<file path="src/rtl/branch_predict_unit_206.sv">
// ---------------------------------------------------------------------------
// branch_predict_unit_206
//
// Branch control unit that sits between IF and EX. It has three jobs:
//   * It resolves MIPS conditional branches (beq, bne, bgez, bltz, bgezal,
//     bltzal, bgtz, blez) from the ALU flags.
//   * It owns a branch history table (BHT) of 2-bit saturating counters.
//     The table is read at fetch and trained when a branch resolves.
//   * It flags mispredictions and keeps saturating statistics counters.
//
// Ports
//   clk, rst_n      : clock (rising edge) and asynchronous active-low reset
//   FetchPC         : PC of the instruction in IF
//   PredictTaken    : combinational prediction for FetchPC
//   Branch, OP,
//   BranchFlag      : EX instruction is a branch, plus its OP and rt fields
//   Zero, Sign,
//   OverFlow        : ALU flags for the EX branch
//   ResolvePC       : PC of the EX branch
//   PredTaken       : prediction that travelled down the pipe with the branch
//   ClearStats      : synchronous clear of the statistics counters
//   BranchCtr       : actual branch outcome (combinational)
//   Link            : branch writes $31 (bgezal/bltzal)
//   Mispredict      : outcome differs from the carried prediction
//   BranchCount     : resolved legal branches (registered, saturating)
//   MispredCount    : mispredicted legal branches (registered, saturating)
// ---------------------------------------------------------------------------
module branch_predict_unit_206 #(
  parameter int          PC_W       = 32,
  parameter int          INDEX_W    = 6,
  parameter int          CNT_W      = 16,
  parameter logic [1:0]  INIT_STATE = 2'b01
) (
  input  logic               clk,
  input  logic               rst_n,
  input  logic [PC_W-1:0]    FetchPC,
  output logic               PredictTaken,
  input  logic               Branch,
  input  logic [5:0]         OP,
  input  logic [4:0]         BranchFlag,
  input  logic               Zero,
  input  logic               Sign,
  input  logic               OverFlow,
  input  logic [PC_W-1:0]    ResolvePC,
  input  logic               PredTaken,
  input  logic               ClearStats,
  output logic               BranchCtr,
  output logic               Link,
  output logic               Mispredict,
  output logic [CNT_W-1:0]   BranchCount,
  output logic [CNT_W-1:0]   MispredCount
);

  localparam int DEPTH = 1 << INDEX_W;

  localparam logic [5:0] OP_REGIMM = 6'b000001;
  localparam logic [5:0] OP_BEQ    = 6'b000100;
  localparam logic [5:0] OP_BNE    = 6'b000101;
  localparam logic [5:0] OP_BLEZ   = 6'b000110;
  localparam logic [5:0] OP_BGTZ   = 6'b000111;

  localparam logic [4:0] RT_BLTZ   = 5'b00000;
  localparam logic [4:0] RT_BGEZ   = 5'b00001;
  localparam logic [4:0] RT_BLTZAL = 5'b10000;
  localparam logic [4:0] RT_BGEZAL = 5'b10001;

  // Next value of a 2-bit saturating predictor counter.
  function automatic logic [1:0] ctr_next(input logic [1:0] cur, input logic taken);
    logic [1:0] nxt;
    if (taken) begin
      nxt = (cur == 2'b11) ? cur : cur + 2'b01;
    end else begin
      nxt = (cur == 2'b00) ? cur : cur - 2'b01;
    end
    return nxt;
  endfunction

  // Statistics increment that holds at all-ones instead of wrapping.
  function automatic logic [CNT_W-1:0] sat_inc(input logic [CNT_W-1:0] cur);
    logic [CNT_W-1:0] nxt;
    if (&cur) begin
      nxt = cur;
    end else begin
      nxt = cur + {{(CNT_W-1){1'b0}}, 1'b1};
    end
    return nxt;
  endfunction

  logic [1:0]         bht_r [DEPTH];
  logic [CNT_W-1:0]   branch_count_r;
  logic [CNT_W-1:0]   mispred_count_r;

  logic [INDEX_W-1:0] fetch_idx_s;
  logic [INDEX_W-1:0] resolve_idx_s;
  logic               legal_s;
  logic               taken_s;
  logic               link_s;
  logic               mispredict_s;
  logic               unused_pc_bits_s;

  // The index is word-aligned. The byte offset and the bits above the index
  // are dropped on purpose, so two PCs may share an entry (aliasing).
  assign fetch_idx_s   = FetchPC[INDEX_W+1:2];
  assign resolve_idx_s = ResolvePC[INDEX_W+1:2];
  assign unused_pc_bits_s = ^{FetchPC[PC_W-1:INDEX_W+2], FetchPC[1:0],
                              ResolvePC[PC_W-1:INDEX_W+2], ResolvePC[1:0]};

  // The prediction is a direct read of the table with no write bypass. A
  // branch that trains the same entry this cycle shows up on the next cycle.
  assign PredictTaken = bht_r[fetch_idx_s][1];

  // Decode the branch encoding and evaluate its condition from the ALU flags.
  always_comb begin
    legal_s = 1'b0;
    taken_s = 1'b0;
    link_s  = 1'b0;
    if (Branch) begin
      case (OP)
        OP_BEQ: begin
          legal_s = 1'b1;
          taken_s = Zero;
        end
        OP_BNE: begin
          legal_s = 1'b1;
          taken_s = ~Zero;
        end
        OP_BGTZ: begin
          legal_s = 1'b1;
          taken_s = ~Zero & ~Sign & ~OverFlow;
        end
        OP_BLEZ: begin
          legal_s = 1'b1;
          taken_s = Zero | (Sign & ~OverFlow);
        end
        OP_REGIMM: begin
          case (BranchFlag)
            RT_BGEZ, RT_BGEZAL: begin
              legal_s = 1'b1;
              taken_s = Zero | (~Sign & ~OverFlow);
              link_s  = BranchFlag[4];
            end
            RT_BLTZ, RT_BLTZAL: begin
              legal_s = 1'b1;
              taken_s = ~Zero & Sign & ~OverFlow;
              link_s  = BranchFlag[4];
            end
            default: begin
              legal_s = 1'b0;
              taken_s = 1'b0;
              link_s  = 1'b0;
            end
          endcase
        end
        default: begin
          legal_s = 1'b0;
          taken_s = 1'b0;
          link_s  = 1'b0;
        end
      endcase
    end else begin
      legal_s = 1'b0;
      taken_s = 1'b0;
      link_s  = 1'b0;
    end
  end

  // A branch with an illegal encoding never goes taken. If fetch predicted
  // it as taken, that fetch has to be redirected, so the prediction itself
  // is reported as the mispredict.
  always_comb begin
    mispredict_s = 1'b0;
    if (legal_s) begin
      mispredict_s = taken_s ^ PredTaken;
    end else if (Branch) begin
      mispredict_s = PredTaken;
    end else begin
      mispredict_s = 1'b0;
    end
  end

  assign BranchCtr  = taken_s;
  assign Link       = link_s;
  assign Mispredict = mispredict_s;

  // Train the predictor entry of each legal resolved branch.
  always_ff @(posedge clk or negedge rst_n) begin
    if (!rst_n) begin
      for (int i = 0; i < DEPTH; i++) begin
        bht_r[i] <= INIT_STATE;
      end
    end else if (legal_s) begin
      bht_r[resolve_idx_s] <= ctr_next(bht_r[resolve_idx_s], taken_s);
    end
  end

  // Statistics counters. A clear takes priority over a branch that resolves
  // in the same cycle, and that branch is not counted.
  always_ff @(posedge clk or negedge rst_n) begin
    if (!rst_n) begin
      branch_count_r  <= {CNT_W{1'b0}};
      mispred_count_r <= {CNT_W{1'b0}};
    end else if (ClearStats) begin
      branch_count_r  <= {CNT_W{1'b0}};
      mispred_count_r <= {CNT_W{1'b0}};
    end else if (legal_s) begin
      branch_count_r <= sat_inc(branch_count_r);
      if (mispredict_s) begin
        mispred_count_r <= sat_inc(mispred_count_r);
      end
    end
  end

  assign BranchCount  = branch_count_r;
  assign MispredCount = mispred_count_r;

endmodule

</file>
<file path="config.mk">
export PLATFORM = sky130hd
export DESIGN_NAME = branch_predict_unit_206
export DESIGN_NICKNAME = d
export VERILOG_FILES = /design/src/rtl/branch_predict_unit_206.sv
export SDC_FILE = /design/constraint.sdc
export NUM_CORES = 1
export LEC_CHECK = 0
export ABC_AREA = 1
export CAP_MARGIN = 20
export CORE_AREA = 2 2 122 242
export DETAILED_ROUTE_END_ITERATION = 6
export DIE_AREA = 0 0 124 244
export SYNTH_ARGS = -nofsm -noshare
export SYNTH_HDL_FRONTEND = slang
export SYNTH_SLANG_ARGS = --single-unit
</file>
<file path="constraint.sdc">
create_clock -name clk -period 2.5 [get_ports clk]
set_input_delay 0.5 -clock clk [delete_from_list [all_inputs] [get_ports clk]]
set_output_delay 0.5 -clock clk [all_outputs]
set_load 0.005 [all_outputs]
</file>
==> flow_summary_export.csv, run 1 <==
group,metric,value,unit
placement,gp_congestion,0.977,
cells_and_area,nNetsFinal,1680,
die,start_util,0.345,
outcome,status,"complete, but fails checks",
worst_setup_path,path_max_fanout,9,
clocking,htree_levels,4,
clocking,cts-buffers-inserted,17,
logic_synthesis,async_reset_ff_frac,1.00,
die,placementRows,87,
logic_synthesis,syn_nets,1573,
logic_synthesis,yosysSeqAreaShare,0.418,
sta,fin_ws,0.0307,ns
logic_synthesis,syn_inst,1488,
sta,whs,-0.00607,ns
worst_setup_path,cpLargestDelayFamily,"buffers and inverters",
logic_synthesis,syn_area_per_cell,6.57,um^2
outcome,violations,"negative hold slack",
clocking,cts_tree,"done",
detailed_routing,drtAntennaViolNets,0,
cells_and_area,fillers,2943,
detailed_routing,wire_per_inst,16.9,um
logic_synthesis,synth_top_area_cell,"nand2_1",
worst_setup_path,worstPathCellList,"buf_2 -> inv_4 -> bufbuf_16 -> o21ai_1 -> o22ai_1 -> o211ai_1 -> nand3_1 -> nand3_1 -> nand2_1 -> dlygate4sd2_1",
sta,finalCritPeriodShare,0.988,
worst_setup_path,worstReg2RegStart,"MispredCount[0]",
sta,max-slew-margin-rel,0.658,
detailed_routing,drt_iter0_drc,624,
global_routing,grt_util_all_layers,0.225,
sta,final_hold_viol_count,4,
sta,fmax,405,MHz
logic_synthesis,synthFlopType,"dfrtp_1",
logic_synthesis,synth_cell_type_count,33,
sta,rsz0062_at_grt,"true",
die,die_w,124,um
worst_setup_path,start_kind,"input port",
placement,dp_slack,-0.502,ns
worst_setup_path,critPathMaxStageDelay,0.27,ns
logic_synthesis,yosys-top-cells-area,"nand2_1 29%, dfrtp_1 25%, dfstp_2 17%",
detailed_routing,first_pass_iters,5,
placement,dpl.hpwl,23.3,mm
sta,fin_skew,0.0147,ns
sta,fin_crit,2.47,ns
worst_setup_path,path_buf_inv,4,
clocking,hold_buffers,0,
logic_synthesis,netlist.area_leader.share,0.287,
sta,slew_viol_final,0,
clocking,cts_buffer_depth,2,
worst_setup_path,cp_data_arrival_time,1.97,ns
global_routing,antenna_found_initial,0,
power,leakage,6.14,nW
logic_synthesis,synth_common_cells,"747 x nand2_1, 127 x nor2_1, 115 x nand3_1, 111 x inv_1, 96 x dfrtp_1",
die,dieArea,30300,um^2
worst_setup_path,r2r_slack,0.34,ns
die,io_pins,119,
sta,worst_pin_slew,0.513,ns
cells_and_area,drive_above_1_share,0.130,
worst_setup_path,critPathCaptureType,"output port",
clocking,cts_sinks,160,
sta,finalSetupViolations,0,
logic_synthesis,synth_warnings,0,
clocking,clk_latency,0.45,ns
detailed_routing,drc_errors,0,
power,power_density,482,nW/um^2
global_routing,globalRouteOverflowTotal,0,
worst_setup_path,r2r-end,"MispredCount[2]",
logic_synthesis,synth_most_common_cell,"nand2_1",
worst_setup_path,critical_path.endpoint,"PredictTaken",
global_routing,grt_pass1_wl,52.2,mm
worst_setup_path,timing.critical_path.mode_cell,"nand3_1",
logic_synthesis,synth_edf_count,0,
logic_synthesis,ys_seq_elements,160,
global_routing,grt_pass1_vias,9897,
logic_synthesis,syn-cell-area,9770,um^2
placement,port_buffers,66,
detailed_routing,via_count,10017,
detailed_routing,viasPerCell,5.10,
worst_setup_path,crit_type,"input port to output port",
worst_setup_path,crit_slowest_cell,"bufbuf_16",
cells_and_area,postLayoutCoreUtil,0.432,
worst_setup_path,cp.required,2.00,ns
global_routing,grt_max_degree,54,
worst_setup_path,worst-path-stages,10,
cells_and_area,diodes,0,
worst_setup_path,cp-startpoint,"FetchPC[2]",
detailed_routing,routed_wl,33.1,mm
worst_setup_path,reg2reg_depth,9,
die,core,28300,um^2
job,cap_violations,0,
worst_hold_path,hp-class,"input port to asynchronous set/reset pin",
cells_and_area,area_growth,25.1,%
placement,dp.cells,1927,
power,peakVddDrop,0.000400,V
clocking,path_clk_slew,0.06,ns
clocking,cts-root-buf,"clkbuf_16",
die,die_h,244,um
cells_and_area,fin_cells,1964,
-- registers in the layout (all words and copies together) (netlist names) --
name and flops:
BranchCount 16, MispredCount 16, bht_r 128
-- cells by family after synthesis --
logic type               Yosys count  share of synthesized area
AND/OR/NAND/NOR                 1042                      0.427
buffers and inverters            179                     0.0762
flip-flops                       160                      0.418
AO/OA/AOI/OAI                     77                     0.0507
XOR/XNOR                          28                     0.0251
adder cells (fa/ha/maj)            2                    0.00256
-- report_power, final --
part	switching (W)	leakage (nW)	internal [W]
Sequential	0.0000119	2.00	0.00260
Combinational	0.000305	3.83	0.000187
Clock	0.00117	0.304	0.00162
-- cell type report --
| class | instances | area, um^2 | share of cell area |
|---|---|---|---|
| clock buffer | 18 | 439 | 0.0359 |
| multi-input combinational | 1149 | 5000 | 0.409 |
| tap | 356 | 445 | 0.0364 |
| inverter | 113 | 427 | 0.0349 |
| sequential | 160 | 4080 | 0.334 |
| timing repair buffer | 154 | 1650 | 0.135 |
| clock inverter | 14 | 176 | 0.0144 |
-- placed cells by master, fill, tap and decap left out, drive strengths merged --
| cell type | netlist | routed |
|---|---|---|
| clkdlybuf4s50 | 0 | 47 |
| o211ai | 9 | 9 |
| dfrtp | 96 | 96 |
| o41ai | 1 | 1 |
| nand2 | 749 | 749 |
| xnor2 | 4 | 4 |
| nand4 | 29 | 29 |
| nor3b | 1 | 1 |
| nor4 | 2 | 2 |
| clkbuf | 23 | 22 |
| a21oi | 1 | 1 |
| dlymetal6s2s | 0 | 11 |
| and2 | 1 | 1 |
| o22ai | 8 | 8 |
| nand3 | 115 | 115 |
| nand3b | 1 | 1 |
| dlygate4sd2 | 0 | 3 |
| ha | 2 | 2 |
| xor2 | 24 | 24 |
| o221ai | 8 | 8 |
| o31ai | 12 | 12 |
| o21a | 1 | 1 |
| nor3 | 16 | 16 |
| clkinvlp | 0 | 1 |
| o21ai | 37 | 37 |
| buf | 43 | 88 |
| nor2 | 128 | 128 |
| dfstp | 64 | 64 |
| clkinv | 0 | 3 |
| bufbuf | 0 | 1 |
| bufinv | 0 | 3 |
| inv | 113 | 120 |
-- layer usage --
layer	track usage	vias up	routed length (um)
met5	0	-	0
met4	0.146	0	2060
met3	0.0371	101	1580
met2	0.396	310	17400
met1	0.243	4729	12000
li1	-	4877	-
-- timing repair --
action / 4_1_cts / 5_1_grt
resized for setup: 25 / 32
endpoints found under the setup margin: 4 / 20
gates cloned: 1 / 3
pin swaps: 2 / 10
setup buffers: 1 / 0
-- metrics by stage --
stage          total power (W)  cell area [um^2]  TNS (ns)  hold WS, ns
3_3_place_gp           0.00313             11400    -27.15        0.453
6_report               0.00589             12200         0     -0.00607
3_5_place_dp           0.00313             11400    -29.19        0.456
5_1_grt                0.00611             12200   -0.0102       0.0400
4_1_cts                0.00596             12100   -0.0785      0.00699
2_1_floorplan          0.00284              9770         0        0.204
-- how the worst min path moves through the flow --
| stage | from | to | cells after the start |
|---|---|---|---|
| after floorplan | rst_n | BranchCount[0] | 0 |
| after global routing | rst_n | MispredCount[1] | 1 |
| final | rst_n | MispredCount[1] | 1 |
| after CTS | rst_n | MispredCount[1] | 1 |
| after detailed placement | bht_r[82] | bht_r[82] | 2 |
| after global placement | bht_r[64] | bht_r[64] | 2 |
No activity file was read; power rests on OpenSTA's default activity.
==> run 2: changes to the inputs <==
--- a/config.mk
+++ b/config.mk
@@ -6,10 +6,12 @@
 export NUM_CORES = 1
 export LEC_CHECK = 0
 export ABC_AREA = 1
+export ABC_CLOCK_PERIOD_IN_PS = 2500
 export CAP_MARGIN = 20
 export CORE_AREA = 2 2 122 242
 export DETAILED_ROUTE_END_ITERATION = 6
 export DIE_AREA = 0 0 124 244
+export SLEW_MARGIN = 20
 export SYNTH_ARGS = -nofsm -noshare
 export SYNTH_HDL_FRONTEND = slang
 export SYNTH_SLANG_ARGS = --single-unit
==> constraint.sdc (replaced) <==
create_clock -name clk -period 2.5 [get_ports clk]
set_input_delay 0.5 -clock clk [delete_from_list [all_inputs] [get_ports clk]]
set_output_delay 0.5 -clock clk [all_outputs]
set_load 0.1 [all_outputs]
==> run 2 against run 1 <==
The run now ends clean. Final cell count shrank 0.20%. Cell area down 1.4%. Maximum frequency up 0.37%. Combinational power increased by 17%. Clock-buffer cell count is 5 higher. Worst setup slack improved by 0.0090 ns. Sequential power about the same. First-iteration DRC count down 1.9%. Critical path type is now register to output port. Critical endpoint unchanged. Largest cell class unchanged.
==> flow_summary_export.csv, run 2 (same netlist as run 1, synthesis figures left out) <==
group,metric,value,unit
clocking,hold_buffers,0,
clocking,cts-buffers-inserted,17,
power,clkPwrFrac,0.443,
global_routing,grt_pass1_vias,9732,
die,start_util,0.345,
detailed_routing,first_pass_iters,5,
clocking,clk_latency,0.45,ns
worst_setup_path,path_max_fanout,3,
die,die_h,244,um
power,power_density,476,nW/um^2
clocking,htree_levels,4,
cells_and_area,multi_input_area,5000,um^2
cells_and_area,final_area,12000,um^2
worst_setup_path,cp_data_arrival_time,1.96,ns
cells_and_area,nNetsFinal,1677,
cells_and_area,fin_cells,1960,
worst_setup_path,cp.required,2.00,ns
worst_setup_path,cpLargestDelayFamily,"compound AO/OA/AOI/OAI gates",
power,seq_power_share,0.456,
global_routing,antenna_found_initial,0,
sta,fmax,406,MHz
worst_setup_path,worstPathCellList,"o21ai_0 -> o22ai_1 -> o211ai_1 -> nand3_1 -> nand3_1 -> nand2_2 -> buf_12",
sta,worst_pin_slew,0.588,ns
global_routing,grt_util_all_layers,0.217,
detailed_routing,via_count,9929,
detailed_routing,drtAntennaViolNets,0,
cells_and_area,final_common_cell,"nand2_1",
detailed_routing,wire_per_inst,16.1,um
placement,dp.cells,1922,
cells_and_area,largest_reg_flops,128,
detailed_routing,viasPerCell,5.07,
worst_setup_path,start_kind,"register",
clocking,path_clk_slew,0.07,ns
clocking,cts_buffer_depth,2,
worst_setup_path,crit_type,"register to output port",
clocking,cts_tree,"done",
power,p_comb_frac,0.101,
worst_setup_path,critPathCaptureType,"output port",
detailed_routing,drc_errors,0,
power,leakage,6.03,nW
detailed_routing,routed_wl,31.6,mm
cells_and_area,layout_common_cells,"744 x nand2_1, 125 x nor2_1, 114 x nand3_1",
cells_and_area,area_growth,23.3,%
sta,slew_viol_final,0,
sta,finalSetupViolations,0,
sta,finalCritPeriodShare,0.984,
cells_and_area,regMostFlops,"bht_r",
power,p_switching,0.00149,W
placement,dpl.hpwl,22.1,mm
placement,gp_congestion,0.961,
die,die_w,124,um
worst_setup_path,critPathMaxStageDelay,0.43,ns
sta,max-slew-margin-rel,0.604,
global_routing,grt_pass1_wl,50.5,mm
cells_and_area,register_area,4090,um^2
die,core,28300,um^2
die,io_pins,119,
worst_setup_path,timing.critical_path.mode_cell,"nand3_1",
sta,fin_crit,2.46,ns
die,placementRows,87,
cells_and_area,fillers,2944,
cells_and_area,drive_above_1_share,0.152,
power,peakVddDrop,0.000449,V
global_routing,globalRouteOverflowTotal,0,
sta,final_hold_viol_count,0,
power,p_int,0.00424,W
global_routing,grt_max_degree,48,
placement,port_buffers,66,
placement,dpl_cell_area,11400,um^2
clocking,cts_sinks,160,
die,dieArea,30300,um^2
worst_hold_path,hp-class,"input port to asynchronous set/reset pin",
outcome,status,"finished, final reports clean",
detailed_routing,drt_iter0_drc,612,
worst_setup_path,crit_slowest_cell,"dfrtp_1",
power,p_sw_frac,0.261,
sta,fin_skew,0.0138,ns
clocking,cts-root-buf,"clkbuf_16",
job,cap_violations,0,
worst_setup_path,path_buf_inv,1,
cells_and_area,diodes,0,
## run 2: final cells by class
cell class	count	share of cell area
Multi-Input combinational cell	1149	0.415
Sequential cell	160	0.340
Timing Repair Buffer	151	0.127
Clock buffer	23	0.0397
Tap cell	356	0.0370
Inverter	113	0.0357
Clock inverter	8	0.00665
## run 2: stage by stage
step / total power, W / hold WS (ns) / setup slack [ns] / TNS [ns] / utilization
floorplan: 0.00292 / 0.204 / 0.0175 / 0 / -
global placement: 0.00321 / 0.453 / -0.344 / -36.32 / 0.402
detailed placement: 0.00321 / 0.455 / -0.349 / -38.00 / 0.402
CTS: 0.00581 / 0.00137 / 0.00515 / 0 / 0.423
global route: 0.00594 / 0.0264 / -0.0650 / -0.133 / 0.426
finish: 0.00573 / 0.00520 / 0.0397 / 0 / 0.426
## run 2: worst paths after layout
check / start / endpoint / slack, ns / cells after the start
min in group clk: bht_r[58] / bht_r[58] / 0.46 / 2
min: rst_n / bht_r[63] / 0.005 / 1
max in group asynchronous: rst_n / bht_r[24] / 1.78 / 2
max: bht_r[11] / PredictTaken / 0.04 / 7
min reg2reg: bht_r[58] / bht_r[58] / 0.46 / 2
max reg2reg: MispredCount[0] / MispredCount[6] / 0.48 / 9
## run 2: power by group through the flow
stage,clock (W),sequential (W),combinational [W]
finish,0.00254,0.00262,0.000577
global route,0.00270,0.00262,0.000617
CTS,0.00263,0.00262,0.000563
detailed placement,0,0.00266,0.000555
global placement,0,0.00266,0.000552
floorplan,0,0.00271,0.000212
## run 2: repair_timing
action                     4_1_cts  5_1_grt
pin swaps                        3       11
setup buffers                    5        0
setup endpoints to repair        3        5
hold endpoints to repair         0        0
gates cloned                     0        2
gates resized for setup         11       20
## run 2: layer usage
layer,share of wire,vias to the layer above,GRT usage
met5,0,-,0
met4,0.061,0,0.129
met3,0.045,102,0.0357
met2,0.52,321,0.381
met1,0.38,4642,0.239
li1,-,4864,-
## run 2: worst reg2reg max path, cell delays in order (launching register included)
cell,delay [ns]
dfrtp_2,0.41
ha_1,0.24
nand2_1,0.09
nor3_1,0.27
nand2_1,0.09
nor4_1,0.34
nor3_2,0.08
buf_4,0.21
nand4_1,0.11
nand2_1,0.06
==> run 3: changes to the inputs <==
--- a/config.mk
+++ b/config.mk
@@ -8,9 +8,9 @@
 export ABC_AREA = 1
 export ABC_CLOCK_PERIOD_IN_PS = 2500
 export CAP_MARGIN = 20
-export CORE_AREA = 2 2 122 242
+export CORE_AREA = 3 3 123 243
 export DETAILED_ROUTE_END_ITERATION = 6
-export DIE_AREA = 0 0 124 244
+export DIE_AREA = 0 0 126 246
 export SLEW_MARGIN = 20
 export SYNTH_ARGS = -nofsm -noshare
 export SYNTH_HDL_FRONTEND = slang
==> run 3 against run 2 <==
Hold slack improved by 0.46 ns. Maximum frequency fell by 0.19%. Worst setup slack got worse by 0.0046 ns. Critical endpoint unchanged. Highest routed layer unchanged.
==> flow_summary_export.csv, run 3 (same netlist as run 1, synthesis figures left out) <==
group,metric,value,unit
die,io_pins,119,
die,die_w,126,um
worst_setup_path,r2r-end,"MispredCount[10]",
power,total_power,0.00594,W
placement,dpl.hpwl,22.6,mm
worst_setup_path,worstReg2RegStart,"MispredCount[0]",
worst_setup_path,r2r_slack,0.45,ns
sta,fin_skew,0.0166,ns
global_routing,grt_pass1_wl,50.7,mm
power,peakVddDrop,0.000465,V
die,placementRows,87,
power,power_density,488,nW/um^2
cells_and_area,area_growth,24.6,%
sta,max-slew-margin-rel,0.590,
detailed_routing,viasPerCell,5.08,
placement,dpl_cell_area,11500,um^2
sta,fin_crit,2.46,ns
die,start_util,0.345,
worst_setup_path,start_kind,"input port",
job,cap_violations,0,
detailed_routing,via_count,10003,
worst_setup_path,reg2reg_depth,10,
clocking,cts_buffer_depth,2,
detailed_routing,topRoutingLayerUsed,"met4",
sta,fmax,406,MHz
die,core,28300,um^2
cells_and_area,drive_above_1_share,0.159,
clocking,cts-buffers-inserted,17,
detailed_routing,wire_per_inst,15.9,um
detailed_routing,first_pass_iters,5,
cells_and_area,regMostFlops,"bht_r",
worst_hold_path,hp-class,"register to register",
detailed_routing,drt_iter0_drc,644,
detailed_routing,wl_met3,1.25,mm
sta,worst_pin_slew,0.612,ns
clocking,htree_levels,4,
detailed_routing,wl_met1,12.0,mm
cells_and_area,diodes,0,
placement,gp_congestion,0.969,
clocking,cts_sinks,160,
worst_hold_path,min_delay_worst_endpoint,"bht_r[26]",
placement,port_buffers,66,
cells_and_area,fillers,2956,
global_routing,globalRouteOverflowTotal,0,
detailed_routing,wl_met2,16.6,mm
cells_and_area,final_common_cell,"nand2_1",
cells_and_area,nNetsFinal,1686,
sta,slew_viol_final,0,
detailed_routing,drtAntennaViolNets,0,
worst_setup_path,crit_type,"input port to output port",
power,leakage,6.09,nW
global_routing,grt_max_degree,48,
die,dieArea,31000,um^2
worst_hold_path,min_from,"bht_r[26]",
global_routing,grt_pass1_vias,9781,
global_routing,grt_util_all_layers,0.205,
sta,rsz0062_at_grt,"false",
sta,finalCritPeriodShare,0.986,
worst_setup_path,critPathCaptureType,"output port",
cells_and_area,final_area,12200,um^2
sta,finalSetupViolations,0,
clocking,path_clk_slew,0.06,ns
clocking,clk_latency,0.44,ns
clocking,cts_tree,"done",
cells_and_area,largest_reg_flops,128,
global_routing,antenna_found_initial,0,
die,die_h,246,um
worst_setup_path,cp.required,2.00,ns
worst_setup_path,cp_data_arrival_time,1.96,ns
detailed_routing,routed_wl,31.4,mm
detailed_routing,drc_errors,0,
worst_setup_path,path_max_fanout,16,
outcome,status,"finished, final reports clean",
sta,final_hold_viol_count,0,
cells_and_area,layout_common_cells,"744 x nand2_1, 124 x nor2_1, 114 x nand3_1",
clocking,cts-root-buf,"clkbuf_16",
worst_hold_path,hold_depth,2,
-- run 3: cell types whose count changed in the layout (fill, tap and decap cells not counted), sizes merged --
cell           before  now
clkinvlp            4    3
clkinv              3    4
clkbuf             26   21
inv               113  114
bufinv              1    3
dlygate4sd3         0    1
buf               122  132
clkdlybuf4s15       0    1
-- run 3: area by class of cell --
type / instances / area (um^2) / area share
multi-input combinational: 1149 / 5000 / 0.411
sequential: 160 / 4090 / 0.336
timing repair buffer: 160 / 1590 / 0.131
clock buffer: 21 / 460 / 0.0378
tap: 356 / 445 / 0.0366
inverter: 113 / 428 / 0.0352
clock inverter: 11 / 154 / 0.0126
-- run 3: power breakdown --
part / internal [W] / switching, W
combinational: 0.000195 / 0.000381
sequential: 0.00260 / 0.0000115
clock: 0.00163 / 0.00111
total: 0.00443 / 0.00150
-- run 3: worst max-delay path by stage --
stage	depth (start not counted)	from	to	slack, ns
final	8	FetchPC[4]	PredictTaken	0.04
after global placement	10	FetchPC[2]	PredictTaken	-0.36
after floorplan	8	FetchPC[2]	PredictTaken	0.02
after global routing	9	OP[5]	Mispredict	0.001
after CTS	10	FetchPC[2]	PredictTaken	0.01
after detailed placement	10	FetchPC[2]	PredictTaken	-0.36
-- run 3: worst max-delay path, cell delays in order --
cell             delay (ns)
clkdlybuf4s50_1        0.51
buf_12                 0.15
o221ai_1               0.12
o211ai_1               0.19
nand3_1                0.12
nand3_1                0.10
nand2_2                0.09
buf_12                 0.17
-- run 3: routing by layer --
| layer | vias to the layer above | track usage |
|---|---|---|
| li1 | 4887 | - |
| met1 | 4747 | 0.229 |
| met2 | 287 | 0.374 |
| met3 | 82 | 0.0280 |
| met4 | 0 | 0.110 |
| met5 | - | 0 |
-- run 3: timing repair --
action,4_1_cts,5_1_grt
pin swaps,4,13
hold buffers,1,0
gates cloned,0,1
gates resized for setup,12,26
setup buffers,4,0
endpoints found under the setup margin,3,4
hold endpoints to repair,1,0
-- run 3: stage by stage --
stage               TNS [ns]  setup slack, ns  utilization  hold WS [ns]  cells
floorplan                  0           0.0175            -         0.204   1488
global placement      -29.65           -0.362        0.405         0.453   1932
detailed placement    -33.30           -0.355        0.405         0.455   1932
CTS                        0           0.0149        0.428         0.467   1969
global route               0          0.00108        0.430         0.474   1970
finish                     0           0.0352        0.430         0.465   1970
